**src/rtl/pipeline_hazard_ctrl.sv**
```systemverilog
// Hazard controller for a 5-stage RISC-V pipeline. It handles load-use stalls, MDU busy stalls,
// control flushes, EX-stage forwarding selects and saturating stall/flush counters.
module pipeline_hazard_ctrl #(
  parameter int REG_ADDR_W        = 5,
  parameter int LOAD_STALL_CYCLES = 1,
  parameter int CNT_W             = 32
) (
  input  logic                  clk,
  input  logic                  rst,
  input  logic [REG_ADDR_W-1:0] id_rs1_addr,
  input  logic [REG_ADDR_W-1:0] id_rs2_addr,
  input  logic [REG_ADDR_W-1:0] ex_rs1_addr,
  input  logic [REG_ADDR_W-1:0] ex_rs2_addr,
  input  logic [REG_ADDR_W-1:0] ex_rd_addr,
  input  logic                  ex_mem_read_en,
  input  logic                  ex_mdu_start,
  input  logic                  mdu_done,
  input  logic                  ex_branch_taken,
  input  logic                  ex_jump_taken,
  input  logic [REG_ADDR_W-1:0] mem_rd_addr,
  input  logic                  mem_reg_write_en,
  input  logic [REG_ADDR_W-1:0] wb_rd_addr,
  input  logic                  wb_reg_write_en,
  output logic                  pc_write_enable,
  output logic                  if_id_write_enable,
  output logic                  id_ex_write_enable,
  output logic                  id_ex_bubble_en,
  output logic                  if_id_bubble_en,
  output logic                  ex_mem_bubble_en,
  output logic [1:0]            fwd_a_sel,
  output logic [1:0]            fwd_b_sel,
  output logic [CNT_W-1:0]      stall_cnt,
  output logic [CNT_W-1:0]      flush_cnt
);

  typedef enum logic [1:0] {RUN, LOAD_STALL, MDU_BUSY} state_t;

  localparam logic [2:0] LOAD_INIT = 3'(LOAD_STALL_CYCLES - 1);
  localparam logic [CNT_W-1:0] CNT_MAX = '1;

  state_t     state, state_next;
  logic [2:0] load_cnt, load_cnt_next;
  logic       luh, ctl, mdu_wait;

  assign luh = ex_mem_read_en && (ex_rd_addr != '0) &&
               ((ex_rd_addr == id_rs1_addr) || (ex_rd_addr == id_rs2_addr));
  assign ctl      = ex_branch_taken || ex_jump_taken;
  assign mdu_wait = ex_mdu_start && !mdu_done;

  always_ff @(posedge clk or posedge rst) begin
    if (rst) begin
      state    <= RUN;
      load_cnt <= '0;
    end else begin
      // NOTE: sequential state uses non-blocking assignments so every register samples pre-edge values.
      state    <= state_next;
      load_cnt <= load_cnt_next;
    end
  end

  // Outputs are forced idle while rst is high so a mid-stall reset releases the pipeline at once.
  always_comb begin
    // NOTE: every output gets a default first, so no path through this block can infer a latch.
    state_next         = state;
    load_cnt_next      = load_cnt;
    pc_write_enable    = 1'b1;
    if_id_write_enable = 1'b1;
    id_ex_write_enable = 1'b1;
    id_ex_bubble_en    = 1'b0;
    if_id_bubble_en    = 1'b0;
    ex_mem_bubble_en   = 1'b0;
    if (!rst) begin
      if (ctl) begin
        if_id_bubble_en = 1'b1;
        id_ex_bubble_en = 1'b1;
        state_next      = RUN;
        load_cnt_next   = '0;
      end else if (mdu_wait && (state != LOAD_STALL)) begin
        pc_write_enable    = 1'b0;
        if_id_write_enable = 1'b0;
        id_ex_write_enable = 1'b0;
        ex_mem_bubble_en   = 1'b1;
        state_next         = MDU_BUSY;
      end else if (state == MDU_BUSY) begin
        state_next = RUN;
      end else if (state == LOAD_STALL) begin
        pc_write_enable    = 1'b0;
        if_id_write_enable = 1'b0;
        id_ex_bubble_en    = 1'b1;
        load_cnt_next      = load_cnt - 3'd1;
        if (load_cnt <= 3'd1) state_next = RUN;
      end else if (luh) begin
        pc_write_enable    = 1'b0;
        if_id_write_enable = 1'b0;
        id_ex_bubble_en    = 1'b1;
        if (LOAD_STALL_CYCLES > 1) begin
          state_next    = LOAD_STALL;
          load_cnt_next = LOAD_INIT;
        end
      end
    end
  end

  function automatic logic [1:0] fwd_sel(input logic [REG_ADDR_W-1:0] rs);
    if (mem_reg_write_en && (mem_rd_addr != '0) && (mem_rd_addr == rs)) return 2'b10;
    if (wb_reg_write_en && (wb_rd_addr != '0) && (wb_rd_addr == rs))    return 2'b01;
    return 2'b00;
  endfunction

  assign fwd_a_sel = fwd_sel(ex_rs1_addr);
  assign fwd_b_sel = fwd_sel(ex_rs2_addr);

  always_ff @(posedge clk or posedge rst) begin
    if (rst) begin
      stall_cnt <= '0;
      flush_cnt <= '0;
    end else begin
      if (!pc_write_enable && (stall_cnt != CNT_MAX)) stall_cnt <= stall_cnt + 1'b1;
      if (ctl && (flush_cnt != CNT_MAX))              flush_cnt <= flush_cnt + 1'b1;
    end
  end

endmodule

```
**config.mk**
```make
export PLATFORM = sky130hd
export DESIGN_NAME = pipeline_hazard_ctrl
export DESIGN_NICKNAME = d
export VERILOG_FILES = /design/src/rtl/pipeline_hazard_ctrl.sv
export SDC_FILE = /design/constraint.sdc
export NUM_CORES = 1
export LEC_CHECK = 0
export BUFFER_PORTS_ARGS = -buffer_cell sky130_fd_sc_hd__clkbuf_2
export CORE_MARGIN = 5
export CORE_UTILIZATION = 32
export CTS_BUF_LIST = sky130_fd_sc_hd__clkbuf_16
export CTS_CLUSTER_SIZE = 30
export DETAILED_ROUTE_END_ITERATION = 12
export GPL_TIMING_DRIVEN = 0
export PLACE_DENSITY_LB_ADDON = 0.12
export SLEW_MARGIN = 20
export SYNTH_ARGS = -nofsm -noshare
export SYNTH_HDL_FRONTEND = slang
export SYNTH_SLANG_ARGS = --single-unit
export TNS_END_PERCENT = 10
```
**constraint.sdc**
```tcl
create_clock -name clk -period 7.09 [get_ports clk]
set_clock_uncertainty 0.2 [all_clocks]
set_input_delay 1.418 -clock clk [delete_from_list [all_inputs] [get_ports clk]]
set_output_delay 1.418 -clock clk [all_outputs]
set_load 0.01 [all_outputs]
```
==> impl_metrics.ini <==
[placement]
placed_cell_area_um2 = 4320
dpl.cell_count = 602
portBuffers = 117
place_congestion = 0.846
hpwlAfterDp_um = 6720

[drt]
maxUsedRoutingLayer = met4
wirelength_met1_um = 4070
drtIter0Drc = 66
vias = 2928
drt.antenna.violating_nets = 0
drt-pass1-iter-count = 4
drc = 0
drt_wl_total_um = 8660
wl_per_cell_um = 14.1
wl_met2_um = 3900
met3_length_um = 501
via_per_inst = 4.75

[sta]
fin_tns_setup_ps = 0
max_slew.worst_pin.slew_ps = 491
min_period_ps = 4490
relSlewSlack = 0.673
fmax_mhz = 223
rsz0062_at_grt = false
slew_violations = 0
hold_viol = 0
setup_viol = 0
fin_crit_sh = 0.634

[logic_synthesis]
syn_avg_cell_area_um2 = 10.2
synth_edf_count = 0
ys.flop_type = dfrtp_1
yosysTopAreaCellShare = 0.461
synthArstFlopShare = 1.00
yosys-top-cells-area = dfrtp_1 46%, xnor2_1 14%, xor2_1 7.9%
yosysWarnings = 0
synth_seq_cells = 65
ys_seq_area_frac = 0.461
syn-cell-area_um2 = 3530
synth_cells = 344
synthesis.nets = 390
yosysTopAreaCell = dfrtp_1
synth_most_common_cell = dfrtp_1
ys_types = 37
synthTopCellsByCount = 65 x dfrtp_1, 57 x xnor2_1, 32 x xor2_1, 30 x nand2_1, 28 x nor2_1

[global_routing]
grt_overflow = 0
grt_pass1_vias = 2894
grt_max_degree = 45
grtUsageTotal = 0.135
grt_first_pass_wirelength_um = 14200
antenna_found_initial = 0

[status]
status = complete, no violations

[floorplan]
dieWidth_um = 115
rows = 38
die_h_um = 115
num_io_pins = 118
initial_core_util = 0.325
coreArea_um2 = 10800
die-area_um2 = 13200

[worst_hold_path]
hp-class = flip-flop to flip-flop
hold_path_depth = 2

[finish]
design_area_um2 = 4620
layout-drive-gt1-share = 0.321
regArea_um2 = 1630
post_layout_nonfiller_instances = 616
fillers = 1091
diodes = 0
multiInputGateArea_um2 = 1810
syn_to_final_growth_pct = 30.9
fin_nets = 519

[power]
leakagePower_nw = 2.25
powerDensity_nw_per_um2 = 225
peakVddDrop_mv = 0.126

[critical_path]
crit_type = primary input to output port
worst-endpoint-arrival_ps = 2870
cp-end-kind = output port
reg2reg_depth = 7
crit_fanout = 3
cp_data_required_time_ps = 5470
start_kind = primary input

[clocking]
htreeDepth = 3
cts_tree = built
cts_root_buf = clkbuf_16
cts_setup_buffers = 0
numCtsBuffers = 9
cts_buffer_depth = 2
cts_resized = 0
clkTransAtPathRegs_ps = 50
ctsHoldBuffers = 0
clock-sinks = 65
worstSkewPairLatency_ps = 330

[run]
cap_violations = 0
-- flip-flops by register name, summed over array words and instances (netlist names) --
| signal | flops |
|---|---|
| flush_cnt | 32 |
| stall_cnt | 32 |
| state | 1 |
-- power by group --
| part | switching, mW | internal, mW |
|---|---|---|
| clock | 0.151 | 0.301 |
| combinational | 0.0805 | 0.0727 |
| sequential | 0.0326 | 0.399 |
-- area by class of cell --
class                      count  share of cell area
clock buffer                   9              0.0488
sequential                    65               0.352
inverter                       9             0.00786
tap                          140              0.0380
buffer                         8              0.0130
timing repair buffer         118               0.133
clock inverter                 5              0.0160
multi-input combinational    262               0.391
-- critical path, stage by stage --
cell and delay [ps]:
clkbuf_2 110, or4_1 500, o21ai_0 230, nor4_1 110, nor4_1 310, clkbuf_2 190
-- final timing paths --
kind	startpoint	end	slack (ps)
min in group asynchronous	rst	stall_cnt[14]	900
setup / recovery	mem_rd_addr[1]	fwd_b_sel[0]	2600
max in group asynchronous	rst	stall_cnt[9]	5280
setup reg to reg	flush_cnt[0]	flush_cnt[20]	4730
hold reg to reg	state[1]	state[1]	270
hold / removal	state[1]	state[1]	270
-- cell usage in the layout (no fill, tap or decap), types with 5 or more instances in the layout --
master       n
clkbuf_2   118
dfrtp_1     65
xnor2_1     57
xor2_1      32
nand2_1     30
nor2_1      28
nand3_1     24
nand4_1     18
and3_1      12
and4_1      11
inv_1        9
clkbuf_16    9
nor3_1       8
nor4_1       5
-- per-layer routing --
metal,track usage,vias to the layer above
met1,0.182,1388
met3,0.0295,13
li1,-,1456
met5,0,-
met2,0.204,71
met4,0.0704,0
-- cell families (layout without fill, tap and decap cells) --
kind of cell,Yosys count,count (layout),share of synthesized area
compound gates,8,8,0.0167
xor+xnor,89,89,0.221
fa+ha+maj,2,2,0.00710
buf+inv,17,149,0.0266
flops,65,65,0.461
mux,4,4,0.0128
simple gates,159,159,0.254
-- metrics by stage --
step	util	worst slack (ps)	total power [mW]	hold WS, ps
6_report	0.426	2600	1.04	267
4_1_cts	0.426	2600	1.06	277
2_1_floorplan	-	2760	0.522	237
3_3_place_gp	0.395	2640	0.589	258
3_5_place_dp	0.398	2600	0.594	266
5_1_grt	0.426	2570	1.09	297
Note: power is estimated with default switching activity, not from simulation.
